===== src/rtl/exu_div_pkg.sv =====
`default_nettype none
// ============================================================================
// Module      : exu_div_pkg
// Description : Shared definitions for the execute-unit divider: operand and
//               register-address widths, funct3 op encodings, handshake
//               levels, FSM state type and a conditional-negate helper.
// Revision    : 1.0 - initial release
// ============================================================================
package exu_div_pkg;

  localparam int REG_W      = 32;
  localparam int REG_ADDR_W = 5;
  localparam int CNT_W      = 5;

  // funct3 encodings of the M-extension divide group
  localparam logic [2:0] INST_DIV  = 3'b100;
  localparam logic [2:0] INST_DIVU = 3'b101;
  localparam logic [2:0] INST_REM  = 3'b110;
  localparam logic [2:0] INST_REMU = 3'b111;

  localparam logic DIV_START            = 1'b1;
  localparam logic DIV_STOP             = 1'b0;
  localparam logic DIV_RESULT_READY     = 1'b1;
  localparam logic DIV_RESULT_NOT_READY = 1'b0;

  localparam logic [REG_W-1:0] ZERO_WORD = '0;
  localparam logic [REG_W-1:0] ONES_WORD = '1;
  localparam logic [CNT_W-1:0] CNT_LAST  = '1;

  typedef enum logic [1:0] {
    S_IDLE  = 2'd0,
    S_START = 2'd1,
    S_CALC  = 2'd2,
    S_END   = 2'd3
  } div_state_e;

  // Two's-complement negate when n is set, pass-through otherwise
  function automatic logic [REG_W-1:0] neg_if(input logic n, input logic [REG_W-1:0] v);
    return n ? (~v + REG_W'(1)) : v;
  endfunction

endpackage
`default_nettype wire


===== src/rtl/exu_div.sv =====
`default_nettype none
// ============================================================================
// Module      : exu_div
// Description : Multi-cycle restoring divider for DIV/DIVU/REM/REMU.
//               One START cycle, 32 CALC cycles (one quotient bit each,
//               MSB first) and one END cycle carrying the result.
//               Optional macro DIV_SPECIAL_FASTPATH_EN: divide-by-zero and
//               signed overflow skip CALC and finish from START.
// Ports       : clk          core clock
//               rst          asynchronous active-low reset
//               start_i      request, held high for the whole operation
//               dividend_i   rs1 value
//               divisor_i    rs2 value
//               op_i         funct3 (1xx = divide group)
//               reg_waddr_i  destination register
//               result_o     quotient/remainder, zero unless ready_o
//               ready_o      one-cycle result-valid pulse
//               busy_o       operation in flight (START/CALC)
//               reg_waddr_o  latched destination register
// Revision    : 1.0 - initial release
// ============================================================================
module exu_div
  import exu_div_pkg::*;
(
  input  logic                  clk,
  input  logic                  rst,
  input  logic                  start_i,
  input  logic [REG_W-1:0]      dividend_i,
  input  logic [REG_W-1:0]      divisor_i,
  input  logic [2:0]            op_i,
  input  logic [REG_ADDR_W-1:0] reg_waddr_i,
  output logic [REG_W-1:0]      result_o,
  output logic                  ready_o,
  output logic                  busy_o,
  output logic [REG_ADDR_W-1:0] reg_waddr_o
);

  div_state_e              state_q;
  logic [2:0]              op_q;
  logic [REG_W-1:0]        dvd_q;     // dividend, shifted out MSB first; quotient shifts in at LSB
  logic [REG_W-1:0]        dvs_q;     // divisor (magnitude after START)
  logic [REG_W-1:0]        rem_q;     // partial remainder
  logic [CNT_W-1:0]        cnt_q;
  logic                    quo_neg_q;
  logic                    rem_neg_q;
  logic [REG_W-1:0]        result_q;
  logic                    ready_q;
  logic                    busy_q;
  logic [REG_ADDR_W-1:0]   waddr_q;

  logic                    is_signed;
  logic                    rem_sel;
  logic                    div_zero;
  logic [REG_W:0]          trial;
  logic [REG_W:0]          diff;
  logic                    qbit;
  logic [REG_W-1:0]        rem_d;
  logic [REG_W-1:0]        quo_d;
  logic [REG_W-1:0]        result_d;
`ifdef DIV_SPECIAL_FASTPATH_EN
  logic                    sgn_ovf;
`endif

  always_comb begin
    is_signed = (op_q == INST_DIV) || (op_q == INST_REM);
    rem_sel   = (op_q == INST_REM) || (op_q == INST_REMU);
    div_zero  = (dvs_q == ZERO_WORD);
    // 33-bit trial subtract; bit 32 set means the subtraction went negative
    trial     = {rem_q, dvd_q[REG_W-1]};
    diff      = trial - {1'b0, dvs_q};
    qbit      = ~diff[REG_W];
    rem_d     = qbit ? diff[REG_W-1:0] : trial[REG_W-1:0];
    quo_d     = {dvd_q[REG_W-2:0], qbit};
    result_d  = rem_sel ? neg_if(rem_neg_q, rem_d) : neg_if(quo_neg_q, quo_d);
`ifdef DIV_SPECIAL_FASTPATH_EN
    sgn_ovf   = is_signed && (dvd_q == {1'b1, {(REG_W-1){1'b0}}}) && (dvs_q == ONES_WORD);
`endif
  end

  always_ff @(posedge clk or negedge rst) begin
    if (!rst) begin
      state_q   <= S_IDLE;
      op_q      <= '0;
      dvd_q     <= ZERO_WORD;
      dvs_q     <= ZERO_WORD;
      rem_q     <= ZERO_WORD;
      cnt_q     <= '0;
      quo_neg_q <= 1'b0;
      rem_neg_q <= 1'b0;
      result_q  <= ZERO_WORD;
      ready_q   <= DIV_RESULT_NOT_READY;
      busy_q    <= 1'b0;
      waddr_q   <= '0;
    end else begin
      case (state_q)
        S_IDLE: begin
          ready_q  <= DIV_RESULT_NOT_READY;
          result_q <= ZERO_WORD;
          if ((start_i == DIV_START) && op_i[2]) begin
            op_q    <= op_i;
            dvd_q   <= dividend_i;
            dvs_q   <= divisor_i;
            waddr_q <= reg_waddr_i;
            busy_q  <= 1'b1;
            state_q <= S_START;
          end
        end

        S_START: begin
          if (start_i == DIV_STOP) begin
            busy_q  <= 1'b0;
            state_q <= S_IDLE;
          end
`ifdef DIV_SPECIAL_FASTPATH_EN
          // Operands are still the original values here
          else if (div_zero || sgn_ovf) begin
            busy_q   <= 1'b0;
            ready_q  <= DIV_RESULT_READY;
            result_q <= rem_sel ? (div_zero ? dvd_q : ZERO_WORD)
                                : (div_zero ? ONES_WORD : dvd_q);
            state_q  <= S_END;
          end
`endif
          else begin
            dvd_q     <= neg_if(is_signed & dvd_q[REG_W-1], dvd_q);
            dvs_q     <= neg_if(is_signed & dvs_q[REG_W-1], dvs_q);
            // A zero divisor must yield all-ones quotient regardless of signs
            quo_neg_q <= is_signed & (dvd_q[REG_W-1] ^ dvs_q[REG_W-1]) & ~div_zero;
            rem_neg_q <= is_signed & dvd_q[REG_W-1];
            rem_q     <= ZERO_WORD;
            cnt_q     <= '0;
            state_q   <= S_CALC;
          end
        end

        S_CALC: begin
          if (start_i == DIV_STOP) begin
            busy_q  <= 1'b0;
            state_q <= S_IDLE;
          end else begin
            dvd_q <= quo_d;
            rem_q <= rem_d;
            cnt_q <= cnt_q + CNT_W'(1);
            if (cnt_q == CNT_LAST) begin
              busy_q   <= 1'b0;
              ready_q  <= DIV_RESULT_READY;
              result_q <= result_d;
              state_q  <= S_END;
            end
          end
        end

        S_END: begin
          ready_q  <= DIV_RESULT_NOT_READY;
          result_q <= ZERO_WORD;
          state_q  <= S_IDLE;
        end

        default: state_q <= S_IDLE;
      endcase
    end
  end

  assign result_o    = result_q;
  assign ready_o     = ready_q;
  assign busy_o      = busy_q;
  assign reg_waddr_o = waddr_q;

endmodule
`default_nettype wire


===== config.mk =====
export PLATFORM = sky130hd
export DESIGN_NAME = exu_div
export DESIGN_NICKNAME = d
export VERILOG_FILES = /design/src/rtl/exu_div_pkg.sv /design/src/rtl/exu_div.sv
export SDC_FILE = /design/constraint.sdc
export NUM_CORES = 1
export LEC_CHECK = 0
export BUFFER_PORTS_ARGS = -buffer_cell sky130_fd_sc_hd__buf_2
export CAP_MARGIN = 20
export CORE_UTILIZATION = 35
export DETAILED_ROUTE_END_ITERATION = 7
export PLACE_DENSITY = 0.51
export SYNTH_ARGS = -nofsm -noshare
export SYNTH_HDL_FRONTEND = slang
export SYNTH_SLANG_ARGS = --single-unit

===== constraint.sdc =====
create_clock -name clk -period 6.5 [get_ports clk]
set_input_delay 0.975 -clock clk [delete_from_list [all_inputs] [get_ports clk]]
set_output_delay 0.975 -clock clk [all_outputs]
set_load 0.01 [all_outputs]

======== Yosys cells after proc, flatten, opt, wreduce, memory -nomap -nowiden ========
Cells that the tools add are included.
word-level totals
  bits in registers ....................... 147
  input port bits ......................... 75
  output and inout port bits .............. 39
  word-level logic and storage cells ...... 97
cells by class
  add/sub/neg operators ................... 6
  eq/ne operators ......................... 15
  mux-type cells .......................... 35
  bitwise gates (word level) .............. 11
  reduce and logical (&&, ||, !) cells .... 18
operator list
  operator                 count
  $mux W32                 15
  $pmux W32 S2             3
  $add A32 B1 Y32 const B  4
  $not A32 Y32             4
  $pmux W32 S3             1
  $sub A33 B32 Y33         1
  $logic_not A32 Y1        1
  $ne A2 B2 Y1 const B     7
  $mux W5                  2
  $pmux W5 S2              1
  $eq A3 B3 Y1 const B     3
  $mux W2                  4
  $pmux W2 S4              1
  $reduce_and A4 Y1        2
  $mux W1                  6
  $reduce_and A2 Y1        3
  $reduce_and A3 Y1        2
  $reduce_bool A2 Y1       3
  $add A5 B1 Y5 const B    1
  $eq A5 B5 Y1 const B     1
  $reduce_and A5 Y1        1
  $and A1 B1 Y1            4
  $eq A2 B2 Y1 const B     2
  $ne A3 B3 Y1 const B     1
  10 further kinds         12

======== Logic depth before layout (Yosys ltp) ========
Gate-level depths: netlist of run 1.
  depth in word-level cells ............... 9
  depth in mapped cells ................... 22
  depth with buffers taken out ............ 20

======== Worst setup path before layout of run 1 ========
OpenSTA, ideal clock, no wires.
  path kind ............................... register -> register
  start ................................... register dvs_q[21]
  end ..................................... register result_q[30], in the netlist result_o[30]
  setup time .............................. 0.130 ns
  data arrival time ....................... 4.276 ns
  data required time ...................... 6.370 ns
  setup slack ............................. 2.094 ns
  cell stages (with the launch flop) ...... 23
  clock period less this slack ............ 4.406 ns
  path through ............................ dfrtp_1 clkbuf_1 inv_1 ha_1 buf_2 nand4_1 nor2_1 a22o_1 or4_1 o211a_4 inv_2 buf_6 buf_2 buf_2 ha_1 nand3_1 or2_2 nand2b_1 o21ai_0 xor2_1 nor2_1 a221oi_1 nand3b_1
between the ends
  word-level cells in the longest chain between the ends .. 9
  elaborated cells on any way between the ends .. 13
  those cells by class .................... add/sub (3); mux (7); bitwise (3)
ends and longest elaborated chain
  element                                 line                          text
  start, declared                         exu_div.sv:41                 logic [REG_W-1:0] dvs_q;
  start signal, assigned                  exu_div.sv:102                dvs_q <= divisor_i;
  start signal, assigned                  exu_div.sv:126                dvs_q <= neg_if(is_signed & dvs_q[REG_W-1], dvs_q);
  $sub A33 B32 Y33 (*)                    exu_div.sv:70                 diff = trial - {1'b0, dvs_q};
  $mux W32 or $not A1 Y1 (tied branches)  exu_div.sv:72, exu_div.sv:71
  $not A32 Y32                            exu_div_pkg.sv:39             return n ? (~v + REG_W'(1)) : v;
  $add A32 B1 Y32                         exu_div_pkg.sv:39
  $mux W32                                exu_div_pkg.sv:39
  $mux W32 (*)                            exu_div.sv:74                 result_d = rem_sel ? neg_if(rem_neg_q, rem_d) : neg_if(quo_neg_q, quo_d);
  $mux W32 (*)                            exu_div.sv:144                if (cnt_q == CNT_LAST) begin
  $mux W32 (*)                            exu_div.sv:137                if (start_i == DIV_STOP) begin
  $pmux W32 S2 (*)                        exu_div.sv:95                 case (state_q)
  end signal, assigned                    exu_div.sv:147                result_q <= result_d;
  end, declared                           exu_div.sv:46                 logic [REG_W-1:0] result_q;
Mark *: on every way between the ends. The rest lies on a longest branch, timed or not. The select of a mux whose other input is x is not followed.
A chain may end at the register's enable or synchronous reset.

======== Worst setup path after layout of run 1 ========
  start ................................... register dvd_q[31]
  end ..................................... register result_q[28], in the netlist result_o[28]
between the ends
  word-level cells in the longest chain between the ends .. 9
  elaborated cells on any way between the ends .. 13
  those cells by class .................... add/sub (3); mux (7); bitwise (3)
ends and longest elaborated chain
  element                                 line                          text
  start, declared                         exu_div.sv:40                 logic [REG_W-1:0] dvd_q;
  start signal, assigned                  exu_div.sv:101                dvd_q <= dividend_i;
  start signal, assigned                  exu_div.sv:125                dvd_q <= neg_if(is_signed & dvd_q[REG_W-1], dvd_q);
  start signal, assigned                  exu_div.sv:141                dvd_q <= quo_d;
  $sub A33 B32 Y33                        exu_div.sv:70
  $mux W32 or $not A1 Y1 (tied branches)  exu_div.sv:72, exu_div.sv:71
  $not A32 Y32                            exu_div_pkg.sv:39
  $add A32 B1 Y32                         exu_div_pkg.sv:39
  $mux W32                                exu_div_pkg.sv:39
  $mux W32 (*)                            exu_div.sv:74
  $mux W32 (*)                            exu_div.sv:144
  $mux W32 (*)                            exu_div.sv:137
  $pmux W32 S2 (*)                        exu_div.sv:95
Marked as above.

==> results of run 1 <==
## power by group through the flow
stage,Combinational [mW],Clock [mW],Sequential [mW]
2_1_floorplan,2.55,0,1.36
3_3_place_gp,3.21,0,1.59
3_5_place_dp,3.24,0,1.59
4_1_cts,3.26,1.07,1.58
5_1_grt,3.65,1.10,1.64
6_report,3.27,1.05,1.59
## worst reg2reg max path, stage by stage, from the launching register on
cell	delay, ps
dfrtp_1	460
inv_1	140
ha_1	250
fa_1	420
nand2b_1	210
a21oi_2	190
o41a_1	530
o211ai_1	220
o211a_4	190
inv_2	140
nor2_1	60
a21oi_1	270
ha_1	290
nor2b_1	210
nand2_1	90
nor4_1	190
a41oi_1	130
o21bai_1	360
o31ai_2	310
xnor2_1	150
o21ai_1	70
## final cells by class
type                            count  area (sq um)
Timing Repair Buffer              128           684
Inverter                           51           191
Clock buffer                       20           447
Multi-Input combinational cell   1246          7890
Clock inverter                     12           155
Fill cell                        3580         20800
Tap cell                          455           569
Sequential cell                   147          3680
## worst max path at each step
stage	from	to	slack [ps]	depth (start not counted)
2_1_floorplan	dvs_q[21]	result_o[30]	2090	22
5_1_grt	dvd_q[31]	result_o[28]	930	20
3_5_place_dp	dvd_q[31]	result_o[28]	1510	20
4_1_cts	dvd_q[31]	result_o[28]	1480	20
3_3_place_gp	dvd_q[31]	result_o[28]	1720	20
6_report	dvd_q[31]	result_o[28]	1490	20
## through the flow
step           instance area [sq um]  utilization [%]
2_1_floorplan                  12200                -
3_5_place_dp                   13000             37.8
6_report                       13600             39.5
5_1_grt                        13600             39.5
4_1_cts                        13600             39.5
3_3_place_gp                   13000             37.8
## per-layer routing
layer | up-vias | share of wire, % | GRT usage, %
li1 | 5778 | - | -
met1 | 5860 | 47 | 33.9
met3 | 58 | 4.6 | 2.68
met5 | - | 0 | 0
met4 | 0 | 3.0 | 8.75
met2 | 357 | 45 | 36.4
## cell usage in the layout (no fill, tap or decap), types with 26 or more instances in the layout
| cell | n |
|---|---|
| nand2_1 | 213 |
| o21ai_0 | 194 |
| dfrtp_1 | 147 |
| buf_2 | 112 |
| a21oi_1 | 96 |
| nor2_1 | 94 |
| inv_1 | 49 |
| xor2_1 | 49 |
| nand3_1 | 46 |
| xnor2_1 | 40 |
| ha_1 | 40 |
| nor3_1 | 35 |
| o211ai_1 | 27 |
| o22ai_1 | 26 |
## flip-flops by register name, indices dropped and copies added (netlist names)
| name | flops |
|---|---|
| dvs_q | 32 |
| result_o | 32 |
| reg_waddr_o | 5 |
| busy_o | 1 |
| quo_neg_q | 1 |
| ready_o | 1 |
| rem_neg_q | 1 |
| state_q | 2 |
| cnt_q | 5 |
| rem_q | 32 |
| op_q | 3 |
| dvd_q | 32 |
## cell families (layout without fill, tap and decap cells)
logic type / count (synthesis) / after routing
multiplexers: 32 / 32
AND/OR/NAND/NOR: 539 / 539
adder cells (fa/ha/maj): 43 / 43
AO/OA/AOI/OAI: 543 / 543
flip-flops: 147 / 147
XOR/XNOR: 89 / 89
buffers and inverters: 161 / 211
==> flow_metrics.tcl, run 1 <==
set metrics [dict create \
    status "finished clean" \
    synth_compound_area_share_pct 29.1 \
    synth_seq_cells 147 \
    syn-cell-area_sq_um 12200 \
    cpPeakStageDelay_ps 530 \
    netlist_instances 1554 \
    cp_num_buf_inv 2 \
    synth_fp_nets 1672 \
    synth_edf_count 0 \
    cts_buffer_depth 2 \
    rows 68 \
    start_kind "flop" \
    yosys-top-cells-area "dfrtp_1, o21ai_0, nand2_1" \
    p_int_mw 2.94 \
    cts_tree "yes" \
    overflow 0 \
    finalPower_mw 5.90 \
    combPwrFrac_pct 55.4 \
    grt_max_degree 95 \
    synth_ff_type "dfrtp_1" \
    seq_area_frac_synth_pct 30.1 \
    synth_top_area_share_pct 30.1 \
    drt_iter0_markers 920 \
    drv_slew 0 \
    whs_ps 485 \
    synth_top_family_by_area "compound AO/OA/AOI/OAI gates" \
    die_h_um 189 \
    place_ws_ps 1510 \
    cts_hold_buf 0 \
    crit_required_ps 6810 \
    whs_path_depth 1 \
    ff2ff_path_depth 20 \
    routed-via-count 12100 \
    dr.pass1.iters 5 \
    clk_pin_slew_worst_paths_ps 70 \
    io_pins 114 \
    hp-start "result_o[5]" \
    finalClockSkew_ps 12.5 \
    hold_path_end "result_o[5]" \
    crit_family "compound AO/OA/AOI/OAI gates" \
    powerDensity_nw_per_um2 433 \
    clock_sinks 147 \
    viasPerCell 5.85 \
    antenna_found_initial 0 \
    setup_tns_ps 0 \
    gp_congestion 0.895 \
    synthArstFlopShare_pct 100 \
    crit_path_top_delay_cell "o41a_1" \
    timing.rr.start "dvd_q[31]" \
    crit_top_cell "ha_1" \
    wl_per_cell_um 20.3 \
    cts_buffers 17 \
    rsz0062_at_grt "false" \
    synth_warnings 0 \
    yosys.area.top_type "dfrtp_1" \
    slew_headroom_pct 29.2 \
    synth_most_common_cell "nand2_1" \
    power.net_switching_mw 2.96 \
    synthXorXnorAreaFrac_pct 6.38 \
    reg2reg_slack_ps 1490 \
    finalNonFillerCells 2059 \
    route.detailed.drc 0 \
    coreArea_sq_um 34500 \
    cp_data_arrival_time_ps 5320 \
    p_sw_share_pct 50.2 \
    ys_types 98 \
    setup_ws_ps 1490 \
    timing.max_cap.violations 0 \
    post-route-min-period_ps 5010 \
    num_antenna_cells 0 \
    tightest_slew_ps 1060 \
    port_buffers 113 \
    post_cts_buffers 0 \
    cts_resized 0 \
    yosys.area_share.simple_pct 21.6 \
    placedCellCount 2027 \
    fp.dieW_um 189 \
    p_clk_share_pct 17.7 \
    layout-drive-gt1-share_pct 13.8 \
    drtAntennaViolNets 0 \
    seqPwrFrac_pct 26.9 \
    finalHoldViolCount 0 \
    final_nets 1709 \
    synth.avg_cell_area_sq_um 7.86 \
    yosys.area_share.adder_pct 4.47 \
    routed_wl_um 41900 \
    clk_latency_ps 450 \
    area_growth_pct 11.5 \
    synth_common_cells "nand2_1, o21ai_0, dfrtp_1" \
    rr_endpoint "result_o[28]" \
    post-route-period-util_pct 77.0 \
    muxShareOfSynthArea_pct 2.76 \
    htreeDepth 4 \
    crit_fanout 9 \
    cp_cell_sequence "inv_1 -> ha_1 -> fa_1 -> nand2b_1 -> a21oi_2 -> o41a_1 -> o211ai_1 -> o211a_4 -> inv_2 -> nor2_1 -> a21oi_1 -> ha_1 -> nor2b_1 -> nand2_1 -> nor4_1 -> a41oi_1 -> o21bai_1 -> o31ai_2 -> xnor2_1 -> o21ai_1" \
    power_leakage_nw 5.68 \
    grt_usage_pct 23.7 \
    grt_pass1_wl_um 65900 \
    end_kind "flop" \
    fmax_mhz 200 \
    dieArea_sq_um 35600 \
    setup_viol 0 \
    initial_core_util_pct 35.4 \
    vdd_drop_max_mv 0.368 \
    critPathKind "reg -> reg" \
    place_hpwl_um 30700 \
    cts_root_buf "clkbuf_16" \
    first_global_vias 11400 \
    hold_class "reg -> reg" \
]
No activity file was read; power rests on OpenSTA's default activity.
==> inputs of run 2 (changes only) <==
==> constraint.sdc (replaced) <==
create_clock -name clk -period 5.2 [get_ports clk]
set_input_delay 0.78 -clock clk [delete_from_list [all_inputs] [get_ports clk]]
set_output_delay 0.78 -clock clk [all_outputs]
set_load 0.01 [all_outputs]
==> run 2 against run 1 <==
Net effect:
- non-clock buffer count rose by 7
- critical endpoint unchanged
- utilization increased by 0.11 points
- via count decreased by 0.65%
==> flow_metrics.tcl, run 2 (synthesis gave the netlist of run 1 again) <==
set metrics [dict create \
    status "finished clean" \
    tightest_slew_ps 1040 \
    cts_resized 0 \
    initial_core_util_pct 35.4 \
    vdd_drop_max_mv 0.330 \
    final_cell_mix "nand2_1, o21ai_0, dfrtp_1, buf_2, a21oi_1" \
    port_buffers 113 \
    dieArea_sq_um 35600 \
    rows 68 \
    cts_tree "yes" \
    viasPerCell 5.80 \
    drt_iter0_markers 925 \
    fmax_mhz 208 \
    place_hpwl_um 31100 \
    overflow 0 \
    area_growth_pct 11.8 \
    die_h_um 189 \
    cp_data_arrival_time_ps 5120 \
    finalClockSkew_ps 10.4 \
    end_kind "flop" \
    grt_usage_pct 24.0 \
    placedCellCount 2031 \
    crit_fanout 11 \
    rsz0062_at_grt "false" \
    cts_buffer_depth 2 \
    gp_congestion 0.894 \
    hold_class "in -> async" \
    dpl_cell_area_sq_um 13000 \
    drv_slew 0 \
    first_global_vias 11300 \
    clock_sinks 147 \
    place_ws_ps 425 \
    routed-via-count 12000 \
    wl_per_cell_um 20.4 \
    grt_max_degree 76 \
    layout-drive-gt1-share_pct 14.2 \
    io_pins 114 \
    final_nets 1716 \
    post-route-min-period_ps 4800 \
    dr.pass1.iters 5 \
    fill_cells 3581 \
    setup_tns_ps 0 \
    route.detailed.drc 0 \
    htreeDepth 4 \
    setup_ws_ps 399 \
    setup_viol 0 \
    design_area_sq_um 13700 \
    powerDensity_nw_per_um2 541 \
    clk_pin_slew_worst_paths_ps 70 \
    drtAntennaViolNets 0 \
    start_kind "flop" \
    critPathKind "reg -> reg" \
    finalNonFillerCells 2066 \
    grt_pass1_wl_um 66600 \
    cts_hold_buf 0 \
    power_leakage_nw 5.70 \
    clk_latency_ps 450 \
    routed_wl_um 42200 \
    final_common_cell "nand2_1" \
    crit_required_ps 5510 \
    antenna_found_initial 0 \
    timing.max_cap.violations 0 \
    finalHoldViolCount 0 \
    cts_root_buf "clkbuf_16" \
    coreArea_sq_um 34500 \
    cts_buffers 17 \
    slew_headroom_pct 30.4 \
    num_antenna_cells 0 \
    post-route-period-util_pct 92.3 \
    fp.dieW_um 189 \
    post_cts_buffers 0 \
]
[run 2: changes by cell type in the layout (fill, tap and decap cells not counted), sizes merged]
cell      before  now
clkinvlp       2    3
clkbuf        20   21
clkinv         6    5
buf          128  135
bufinv         3    2
[run 2: cell type report]
class                      instances  area [sq um]  area share [%]
multi-input combinational       1246          7890            57.8
sequential                       147          3680            26.9
timing repair buffer             135           737            5.40
tap                              455           569            4.17
clock buffer                      21           460            3.37
inverter                          51           191            1.40
clock inverter                    11           128           0.935
[run 2: path summary, 6_finish.rpt]
check                             from        endpoint  slack, ps  cells past startpoint
hold / removal                     rst    result_o[17]        360                      1
setup / recovery             dvs_q[21]    result_o[28]        400                     19
max in group asynchronous          rst  reg_waddr_o[2]       3700                      2
setup reg to reg             dvs_q[21]    result_o[28]        400                     19
hold reg to reg            result_o[5]     result_o[5]        480                      1
min in group clk           result_o[5]     result_o[5]        480                      1
[run 2: power by group]
part           total [mW]  internal, mW  leakage, nW  switching, mW
Combinational        4.12          1.46         3.54           2.67
Clock                1.29         0.735        0.280          0.552
Sequential           1.98          1.46         1.88          0.518
Total                7.39          3.65         5.70           3.74
[run 2: critical path: stages, from the launching register on]
cell      delay [ps]
dfrtp_1          460
inv_1            120
ha_1             450
a21oi_1          260
o21ai_1          140
a22o_1           230
or4_1            490
o211a_4          260
inv_2            160
nor2_1            60
a21oi_1          260
ha_1             300
nor2b_1          230
nand2_1          100
nor4_1           210
a41oi_1           90
o21bai_1         310
o31ai_2          310
xnor2_1          150
o21ai_1           70
[run 2: through the flow]
stage                     hold WS (ps)  power (mW)  utilization (%)
after detailed placement           466        6.06             37.9
after CTS                          390        7.39             39.6
after global routing               404        8.01             39.6
final                              360        7.39             39.6
after global placement             460        6.03             37.9
after floorplan                    464        4.90                -
[run 2: layer usage]
metal / track usage [%] / part of all wire, % / wire length (um) / vias up
met5: 0 / 0 / 0 / -
met4: 7.01 / 1.9 / 799 / 0
met3: 3.11 / 4.4 / 1870 / 42
met2: 37.6 / 46 / 19400 / 329
met1: 34.3 / 48 / 20100 / 5800
li1: - / - / - / 5804
